--- src/rtl/weight_buffer_loader.sv ---
// Weight buffer loader: steers a column-major weight stream into per-column FIFOs.
// The stream is throttled on the current column's full flag, and done pulses once per tile.
module weight_buffer_loader #(
   parameter int unsigned SYS_COLS   = 4,
   parameter int unsigned W_BITWIDTH = 8,
   parameter int unsigned ROW_W      = 8
) (
   input  logic                                 clk,
   input  logic                                 rst,
   input  logic                                 start,
   input  logic [ROW_W-1:0]                     num_rows,
   input  logic                                 s_valid,
   input  logic [W_BITWIDTH-1:0]                s_data,
   output logic                                 s_ready,
   input  logic [SYS_COLS-1:0]                  col_full,
   output logic [SYS_COLS-1:0]                  wr_en,
   output logic [SYS_COLS-1:0][W_BITWIDTH-1:0]  o_data,
   output logic                                 busy,
   output logic                                 done
);

   localparam int unsigned COL_W = (SYS_COLS > 1) ? $clog2(SYS_COLS) : 1;

   typedef enum logic [1:0] {
      ST_IDLE = 2'd0,
      ST_LOAD = 2'd1,
      ST_DONE = 2'd2
   } state_e;

   state_e                                state_q, state_d;
   logic [ROW_W-1:0]                      rows_q, rows_d;
   logic [ROW_W-1:0]                      row_cnt_q, row_cnt_d;
   logic [COL_W-1:0]                      col_idx_q, col_idx_d;
   logic [SYS_COLS-1:0]                   wr_en_q, wr_en_d;
   logic [SYS_COLS-1:0][W_BITWIDTH-1:0]   o_data_q, o_data_d;
   logic                                  done_q, done_d;
   logic                                  busy_q, busy_d;

   logic                                  ready_c;
   logic                                  accept_c;
   logic                                  last_row_c;
   logic                                  last_col_c;

   // Handshake: ready depends only on state and the current column's full flag.
   always_comb begin
      ready_c    = (state_q == ST_LOAD) && !col_full[col_idx_q];
      accept_c   = s_valid && ready_c;
      last_row_c = (row_cnt_q == ROW_W'(rows_q - ROW_W'(1)));
      last_col_c = (col_idx_q == COL_W'(SYS_COLS - 1));
   end

   // Next-state, counters and registered write-side outputs.
   always_comb begin
      state_d   = state_q;
      rows_d    = rows_q;
      row_cnt_d = row_cnt_q;
      col_idx_d = col_idx_q;
      wr_en_d   = '0;
      o_data_d  = o_data_q;

      case (state_q)
         ST_IDLE: begin
            if (start) begin
               rows_d    = num_rows;
               row_cnt_d = '0;
               col_idx_d = '0;
               state_d   = (num_rows == '0) ? ST_DONE : ST_LOAD;
            end
         end
         ST_LOAD: begin
            if (accept_c) begin
               wr_en_d             = SYS_COLS'(1) << col_idx_q;
               o_data_d[col_idx_q] = s_data;
               if (last_row_c) begin
                  row_cnt_d = '0;
                  if (last_col_c) begin
                     col_idx_d = '0;
                     state_d   = ST_DONE;
                  end else begin
                     col_idx_d = COL_W'(col_idx_q + COL_W'(1));
                  end
               end else begin
                  row_cnt_d = ROW_W'(row_cnt_q + ROW_W'(1));
               end
            end
         end
         ST_DONE: begin
            state_d = ST_IDLE;
         end
         default: begin
            state_d = ST_IDLE;
         end
      endcase

      done_d = (state_d == ST_DONE);
      busy_d = (state_d != ST_IDLE);
   end

   // State and output registers with synchronous reset.
   always_ff @(posedge clk) begin
      if (rst) begin
         state_q   <= ST_IDLE;
         rows_q    <= '0;
         row_cnt_q <= '0;
         col_idx_q <= '0;
         wr_en_q   <= '0;
         o_data_q  <= '0;
         done_q    <= 1'b0;
         busy_q    <= 1'b0;
      end else begin
         state_q   <= state_d;
         rows_q    <= rows_d;
         row_cnt_q <= row_cnt_d;
         col_idx_q <= col_idx_d;
         wr_en_q   <= wr_en_d;
         o_data_q  <= o_data_d;
         done_q    <= done_d;
         busy_q    <= busy_d;
      end
   end

   assign s_ready = ready_c;
   assign wr_en   = wr_en_q;
   assign o_data  = o_data_q;
   assign done    = done_q;
   assign busy    = busy_q;

endmodule

--- config.mk ---
export PLATFORM = sky130hd
export DESIGN_NAME = weight_buffer_loader
export DESIGN_NICKNAME = d
export VERILOG_FILES = /design/src/rtl/weight_buffer_loader.sv
export SDC_FILE = /design/constraint.sdc
export NUM_CORES = 1
export LEC_CHECK = 0
export ABC_AREA = 1
export BUFFER_PORTS_ARGS = -buffer_cell sky130_fd_sc_hd__buf_2
export CORE_UTILIZATION = 30
export CTS_CLUSTER_SIZE = 14
export DETAILED_ROUTE_END_ITERATION = 6
export PLACE_DENSITY = 0.54
export RECOVER_POWER = 100
export SLEW_MARGIN = 20
export SYNTH_ARGS = -nofsm -noshare
export SYNTH_HDL_FRONTEND = slang
export SYNTH_SLANG_ARGS = --single-unit
--- constraint.sdc ---
create_clock -name clk -period 4.5 [get_ports clk]
set_input_delay 0 -clock clk [delete_from_list [all_inputs] [get_ports clk]]
set_output_delay 0 -clock clk [all_outputs]
set_load 0.02 [all_outputs]
==> impl_metrics.csv, run 1 <==
group,metric,value,unit
floorplanning,rows,33,
floorplanning,start_util,31.34,%
critical_path,critPathCaptureType,"register",
logic_synthesis,synth_largest_area_cell,"dfxtp_1",
logic_synthesis,synth_top_area_share,44.42,%
floorplanning,die-area,0.009090,sq mm
route,wl_per_cell,12.65,um
power_and_ir_drop,sw_frac_of_total,29.54,%
critical_path,reg2regPathDepth,9,
worst_hold_path,min_path_type,"in2reg",
logic_synthesis,ys_ff_latch,58,
floorplanning,die_height,95.34,um
sta,rsz0062_at_grt,"false",
logic_synthesis,synth_area_leaders,"dfxtp_1 44%, nand2_1 12%, nand3_1 8.0%",
final_layout,fillers,917,
global_route,grt_first_pass_wirelength,11.31,mm
critical_path,path_delay_family,"simple AND/OR/NAND/NOR gates",
cts,cts_buffers,9,
logic_synthesis,synthCells,359,
cts,worstSkewPairLatency,340,ps
worst_hold_path,worst_hold_startpoint,"num_rows[0]",
critical_path,r2r-start,"col_idx_q[0]",
sta,period_minus_slack,2598,ps
route,wl_met1,3.309,mm
critical_path,reg2reg_slack,1900,ps
route,drt_iter0_markers,100,
sta,setup_tns,0,ps
final_layout,final_cells,546,
critical_path,cp_num_buf_inv,2,
logic_synthesis,synthTopCellsByCount,"81 x nand2_1, 58 x dfxtp_1, 47 x nor2_1",
final_layout,diodes,0,
cts,cts_resized,0,
global_route,antenna_found_initial,0,
logic_synthesis,ys.flop_type,"dfxtp_1",
power_and_ir_drop,power.share.clock,39.8,%
power_and_ir_drop,pwr-share-comb,14.5,%
route,drt-total-wl,6.907,mm
critical_path,critPathLaunch,"col_idx_q[0]",
global_route,grt_max_degree,29,
cts,cts_buffer_depth,2,
final_layout,syn_to_final_growth,23.65,%
cts,path_clk_slew,70,ps
critical_path,worstSetupStartpointType,"register",
route,ant_nets,0,
logic_synthesis,yosysMostFrequentCell,"nand2_1",
sta,fmax,384.9,MHz
logic_synthesis,synth_edf_count,0,
final_layout,drive_gt1_share,10.20,%
placed_design,portBuffers,62,
sta,fin_skew,7.369,ps
worst_hold_path,min_delay_path_depth,3,
final_layout,multi_input_area,0.001216,sq mm
sta,final_hold_viol_count,0,
critical_path,r2r-end,"o_data[23]",
global_route,grt_pass1_vias,2428,
critical_path,critPathArrivalTime,2870,ps
placed_design,place.gp.congestion,0.8022,
outcome,status,"finished clean",
logic_synthesis,syn_nets,389,
route,drc,0,
job,maxCapViolations,0,
worst_hold_path,worstHoldEndpoint,"rows_q[0]",
critical_path,crit_type,"reg2reg",
power_and_ir_drop,power.switching,353.5,uW
sta,setup_viol,0,
sta,setup_slack,1902,ps
sta,slew_headroom,41.37,%
route,met3_length,359,um
critical_path,path_cells,"inv_1 -> nand2_1 -> nand3_2 -> a21oi_1 -> nand2_1 -> clkinvlp_2 -> nand2_1 -> nand2_1 -> a21oi_1",
global_route,grt-ovfl-total,0,
route,avgViaCountPerCell,4.592,
cts,root_buffer,"clkbuf_8",
route,vias,2507,
critical_path,crit_top_cell,"nand2_1",
logic_synthesis,ys_warn_count,0,
sta,slew_violations,0,
final_layout,register_area,0.001161,sq mm
route,top_layer,"met4",
cts,cts_tree,"built",
placed_design,pre_cts_ws,2581,ps
cts,cts_max_level,3,
power_and_ir_drop,seqPwrFrac,45.6,%
critical_path,critPathMaxFanout,28,
final_layout,nNetsFinal,466,
logic_synthesis,syn_area,0.002614,sq mm
power_and_ir_drop,leakage,1.310,nW
logic_synthesis,ys_async_sr_fraction,0,%
critical_path,cp_slowest_cell,"clkinvlp_2",
floorplanning,pin_count,63,
power_and_ir_drop,vdd_drop_max,141.4,uV
placed_design,placed_cells,515,
route,dr.pass1.iters,6,
logic_synthesis,seq_area_frac_synth,44.42,%
floorplanning,design.core.area,0.008341,sq mm
power_and_ir_drop,powerDensity,370.4,mW/mm^2
placed_design,dp_hpwl,4.789,mm
cts,clock_sinks,58,
power_and_ir_drop,p_int,843.4,uW
route,dr_wl_met2,3.142,mm
critical_path,cp_slowest_stage_delay,720,ps
global_route,grt.total_usage,16.34,%
critical_path,crit_required,4770,ps
sta,worstMarginPinSlew,874.6,ps
floorplanning,die_w,95.34,um
sta,fin_crit_sh,57.74,%
logic_synthesis,syn-mean-instance-area,7.281,sq um
logic_synthesis,synth.distinct_cells,28,
## metal layers
| layer | global-route usage (%) | up-vias |
|---|---|---|
| met1 | 20.54 | 1116 |
| met4 | 4.924 | 0 |
| met3 | 5.662 | 8 |
| met2 | 26.19 | 71 |
| li1 | - | 1312 |
| met5 | 0 | - |
## how the worst max path moves through the flow
stage,to,slack [ps],cells after the start
detailed placement,o_data[0],2580,9
CTS,o_data[1],2570,9
global route,o_data[17],1590,9
finish,o_data[23],1900,9
floorplan,row_cnt_q[0],2840,13
global placement,o_data[15],2580,9
## cells in the final DEF (no fill, tap or decap), types with 2 or more instances in the layout
| cell type | count |
|---|---|
| a21oi_1 | 38 |
| buf_2 | 23 |
| clkbuf_1 | 39 |
| clkbuf_8 | 9 |
| clkinv_2 | 2 |
| clkinvlp_4 | 4 |
| dfxtp_1 | 58 |
| dlygate4sd3_1 | 15 |
| ha_1 | 6 |
| inv_1 | 29 |
| nand2_1 | 86 |
| nand3_1 | 42 |
| nor2_1 | 48 |
| nor3_1 | 8 |
| o21ai_0 | 18 |
| xor2_1 | 6 |
## cells by family (layout without fill, tap and decap cells)
logic type / after synthesis / count (layout) / share of synthesized area [%]
simple gates: 189 / 189 / 31.64
buf+inv: 42 / 124 / 7.133
compound gates: 57 / 57 / 11.58
fa+ha+maj: 6 / 6 / 2.872
flops: 58 / 58 / 44.42
xor+xnor: 7 / 7 / 2.346
## final cells by class
class	count	share of cell area, %
multi-input combinational	259	37.63
clock buffer	9	3.833
timing repair buffer	77	12.74
sequential	58	35.93
clock inverter	7	2.168
tap	105	4.065
inverter	31	3.639
## power groups by stage
stage	Clock, mW	Sequential [mW]	Combinational [mW]
3_5_place_dp	0	0.557	0.175
4_1_cts	0.490	0.546	0.186
5_1_grt	0.511	0.549	0.199
3_3_place_gp	0	0.558	0.174
2_1_floorplan	0	0.562	0.122
6_report	0.477	0.546	0.174
## metrics by stage
| step | util, % | power, mW | cell area (sq um) | hold slack [ps] |
|---|---|---|---|---|
| 2_1_floorplan | - | 0.6836 | 2614 | 134.9 |
| 3_3_place_gp | 35.82 | 0.7317 | 2988 | 278.6 |
| 3_5_place_dp | 35.82 | 0.7321 | 2988 | 275.6 |
| 4_1_cts | 39.95 | 1.221 | 3332 | 30.93 |
| 5_1_grt | 38.75 | 1.258 | 3232 | 71.67 |
| 6_report | 38.75 | 1.197 | 3232 | 33.52 |
## registers in the layout, summed over array words and instances (netlist names)
register   flops
col_idx_q      2
o_data        32
busy           1
row_cnt_q      8
state_q        2
wr_en          4
rows_q         8
done           1
## timing repair
action                                 CTS  global route
endpoints found under the hold margin   39             0
hold buffers                            15             0
setup buffers                            0             0
## worst register-to-register path: cells and delay by family (launching register included)
kind | cells | cell delay [ps]
simple gates | 5 | 950
flops | 1 | 390
compound gates | 2 | 240
buf+inv | 2 | 940
Power figures use the tool's default switching activity.
==> run 2, diff against run 1 <==
==> constraint.sdc (replaced) <==
create_clock -name clk -period 2.62 [get_ports clk]
set_input_delay 0 -clock clk [delete_from_list [all_inputs] [get_ports clk]]
set_output_delay 0 -clock clk [all_outputs]
set_load 0.02 [all_outputs]
==> run 2 against run 1 <==
  * First-iteration DRC count up 2.0%
  * Wire length fell by 1.6%
  * Final cell count unchanged
  * Flip-flop and latch count unchanged
  * Critical path type unchanged
==> impl_metrics.csv, run 2 (synthesized netlist as in run 1, its figures left out) <==
group,metric,value,unit
route,drt_iter0_markers,102,
final_layout,utilization,39.27,%
sta,setup_viol,0,
floorplanning,rows,33,
placed_design,placed_cells,515,
floorplanning,pin_count,63,
power_and_ir_drop,powerDensity,638.7,mW/mm^2
critical_path,cp_slowest_stage_delay,310,ps
floorplanning,design.core.area,0.008341,sq mm
final_layout,final_common_cell,"nand2_1",
power_and_ir_drop,vdd_drop_max,356.1,uV
cts,clock_sinks,58,
critical_path,critPathCapture,"row_cnt_q[1]",
final_layout,largest_reg_flops,32,
critical_path,r2r-start,"rows_q[0]",
floorplanning,die-area,0.009090,sq mm
floorplanning,start_util,31.34,%
cts,worstSkewPairLatency,350,ps
final_layout,diodes,0,
cts,cts_buffers,9,
critical_path,critPathArrivalTime,2330,ps
power_and_ir_drop,leakage,1.327,nW
critical_path,critPathCaptureType,"register",
cts,root_buffer,"clkbuf_8",
critical_path,crit_type,"reg2reg",
route,wl_per_cell,12.45,um
placed_design,pre_cts_ws,686.5,ps
outcome,status,"finished clean",
sta,hold_slack,31.43,ps
critical_path,crit_top_cell,"nand2_1",
global_route,grt_pass1_vias,2399,
critical_path,path_cells,"inv_1 -> ha_1 -> inv_1 -> nand2_1 -> nand3_1 -> nand2_1 -> nand2_1 -> nor2_1 -> nand3_1 -> o21bai_1 -> nand2_1 -> nand2_1 -> nor2_1",
critical_path,reg2reg_slack,530,ps
sta,period_minus_slack,2090,ps
cts,path_clk_slew,70,ps
route,dr.pass1.iters,4,
critical_path,critPathMaxFanout,7,
sta,rsz0062_at_grt,"false",
global_route,antenna_found_initial,0,
cts,cts_max_level,3,
global_route,grt.total_usage,16.12,%
cts,cts_buffer_depth,2,
route,vias,2504,
final_layout,nNetsFinal,466,
final_layout,final_cells,546,
global_route,grt_first_pass_wirelength,10.96,mm
sta,fin_crit_sh,79.77,%
sta,setup_slack,530.1,ps
route,ant_nets,0,
placed_design,place.gp.congestion,0.8134,
cts,cts_tree,"built",
placed_design,portBuffers,62,
sta,worstMarginPinSlew,639.6,ps
placed_design,place_area,0.002988,sq mm
sta,fmax,478.5,MHz
floorplanning,die_height,95.34,um
final_layout,fillers,904,
critical_path,critPathLaunch,"rows_q[0]",
route,drc,0,
job,maxCapViolations,0,
global_route,grt_max_degree,29,
critical_path,crit_required,2860,ps
final_layout,drive_gt1_share,10.66,%
final_layout,mostFrequentLayoutCells,"84 x nand2_1, 58 x dfxtp_1, 47 x nor2_1, 43 x nand3_1, 39 x clkbuf_1",
sta,setup_tns,0,ps
critical_path,cp_slowest_cell,"dfxtp_1",
sta,slew_violations,0,
global_route,grt-ovfl-total,0,
critical_path,worstSetupStartpointType,"register",
floorplanning,die_w,95.34,um
sta,final_hold_viol_count,0,
placed_design,dp_hpwl,4.765,mm
power_and_ir_drop,total_power,2.092,mW
final_layout,syn_to_final_growth,25.32,%
route,avgViaCountPerCell,4.586,
final_layout,final_area,0.003276,sq mm
sta,fin_skew,7.740,ps
route,drt-total-wl,6.797,mm
worst_hold_path,min_path_type,"in2reg",
critical_path,r2r-end,"row_cnt_q[1]",
critical_path,reg2regPathDepth,13,
sta,slew_headroom,57.26,%
run 2: cell type report:
| cell class | count | area (sq um) | share of cell area (%) |
|---|---|---|---|
| multi-input cells | 259 | 1250 | 38.16 |
| flip-flops and latches | 58 | 1161 | 35.45 |
| repair buffers | 77 | 411.6 | 12.57 |
| well taps | 105 | 131.4 | 4.011 |
| clock buffers | 9 | 123.9 | 3.782 |
| inverters | 31 | 118.9 | 3.629 |
| clock inverters | 7 | 78.83 | 2.406 |
run 2: how the worst min path moves through the flow:
stage	cells after the start	end	slack, ps	from
detailed placement	3	rows_q[5]	290	num_rows[5]
CTS	3	rows_q[0]	10	num_rows[0]
global placement	3	rows_q[5]	280	num_rows[5]
floorplan	2	o_data[24]	130	s_data[0]
finish	3	rows_q[0]	30	num_rows[0]
global route	3	rows_q[0]	70	num_rows[0]
run 2: power breakdown:
| group | internal [mW] | switching (mW) | leakage, nW | total [mW] |
|---|---|---|---|---|
| clock | 0.444 | 0.401 | 0.0921 | 0.845 |
| sequential | 0.911 | 0.0263 | 0.471 | 0.937 |
| combinational | 0.106 | 0.203 | 0.764 | 0.310 |
| total | 1.46 | 0.630 | 1.33 | 2.09 |
run 2: timing repair:
item | CTS | global route
buffers inserted | 0 | 0
resized for setup | 0 | 0
hold buffers | 15 | 0
hold endpoints to repair | 41 | 0
run 2: metal layers:
layer / global-route usage, % / routed length (um) / share of wire (%) / vias to the layer above
met4: 7.702 / 129 / 1.9 / 0
met1: 19.62 / 3275 / 48 / 1118
met5: 0 / 0 / 0 / -
li1: - / - / - / 1315
met2: 25.83 / 3026 / 45 / 59
met3: 4.864 / 366 / 5.4 / 12
run 2: worst max-delay path: cells and delay by family (launching register included):
kind,cells,cell delay (ps)
AO/OA/AOI/OAI,1,270
adder cells (fa/ha/maj),1,260
AND/OR/NAND/NOR,9,900
buffers and inverters,2,230
flip-flops,1,310
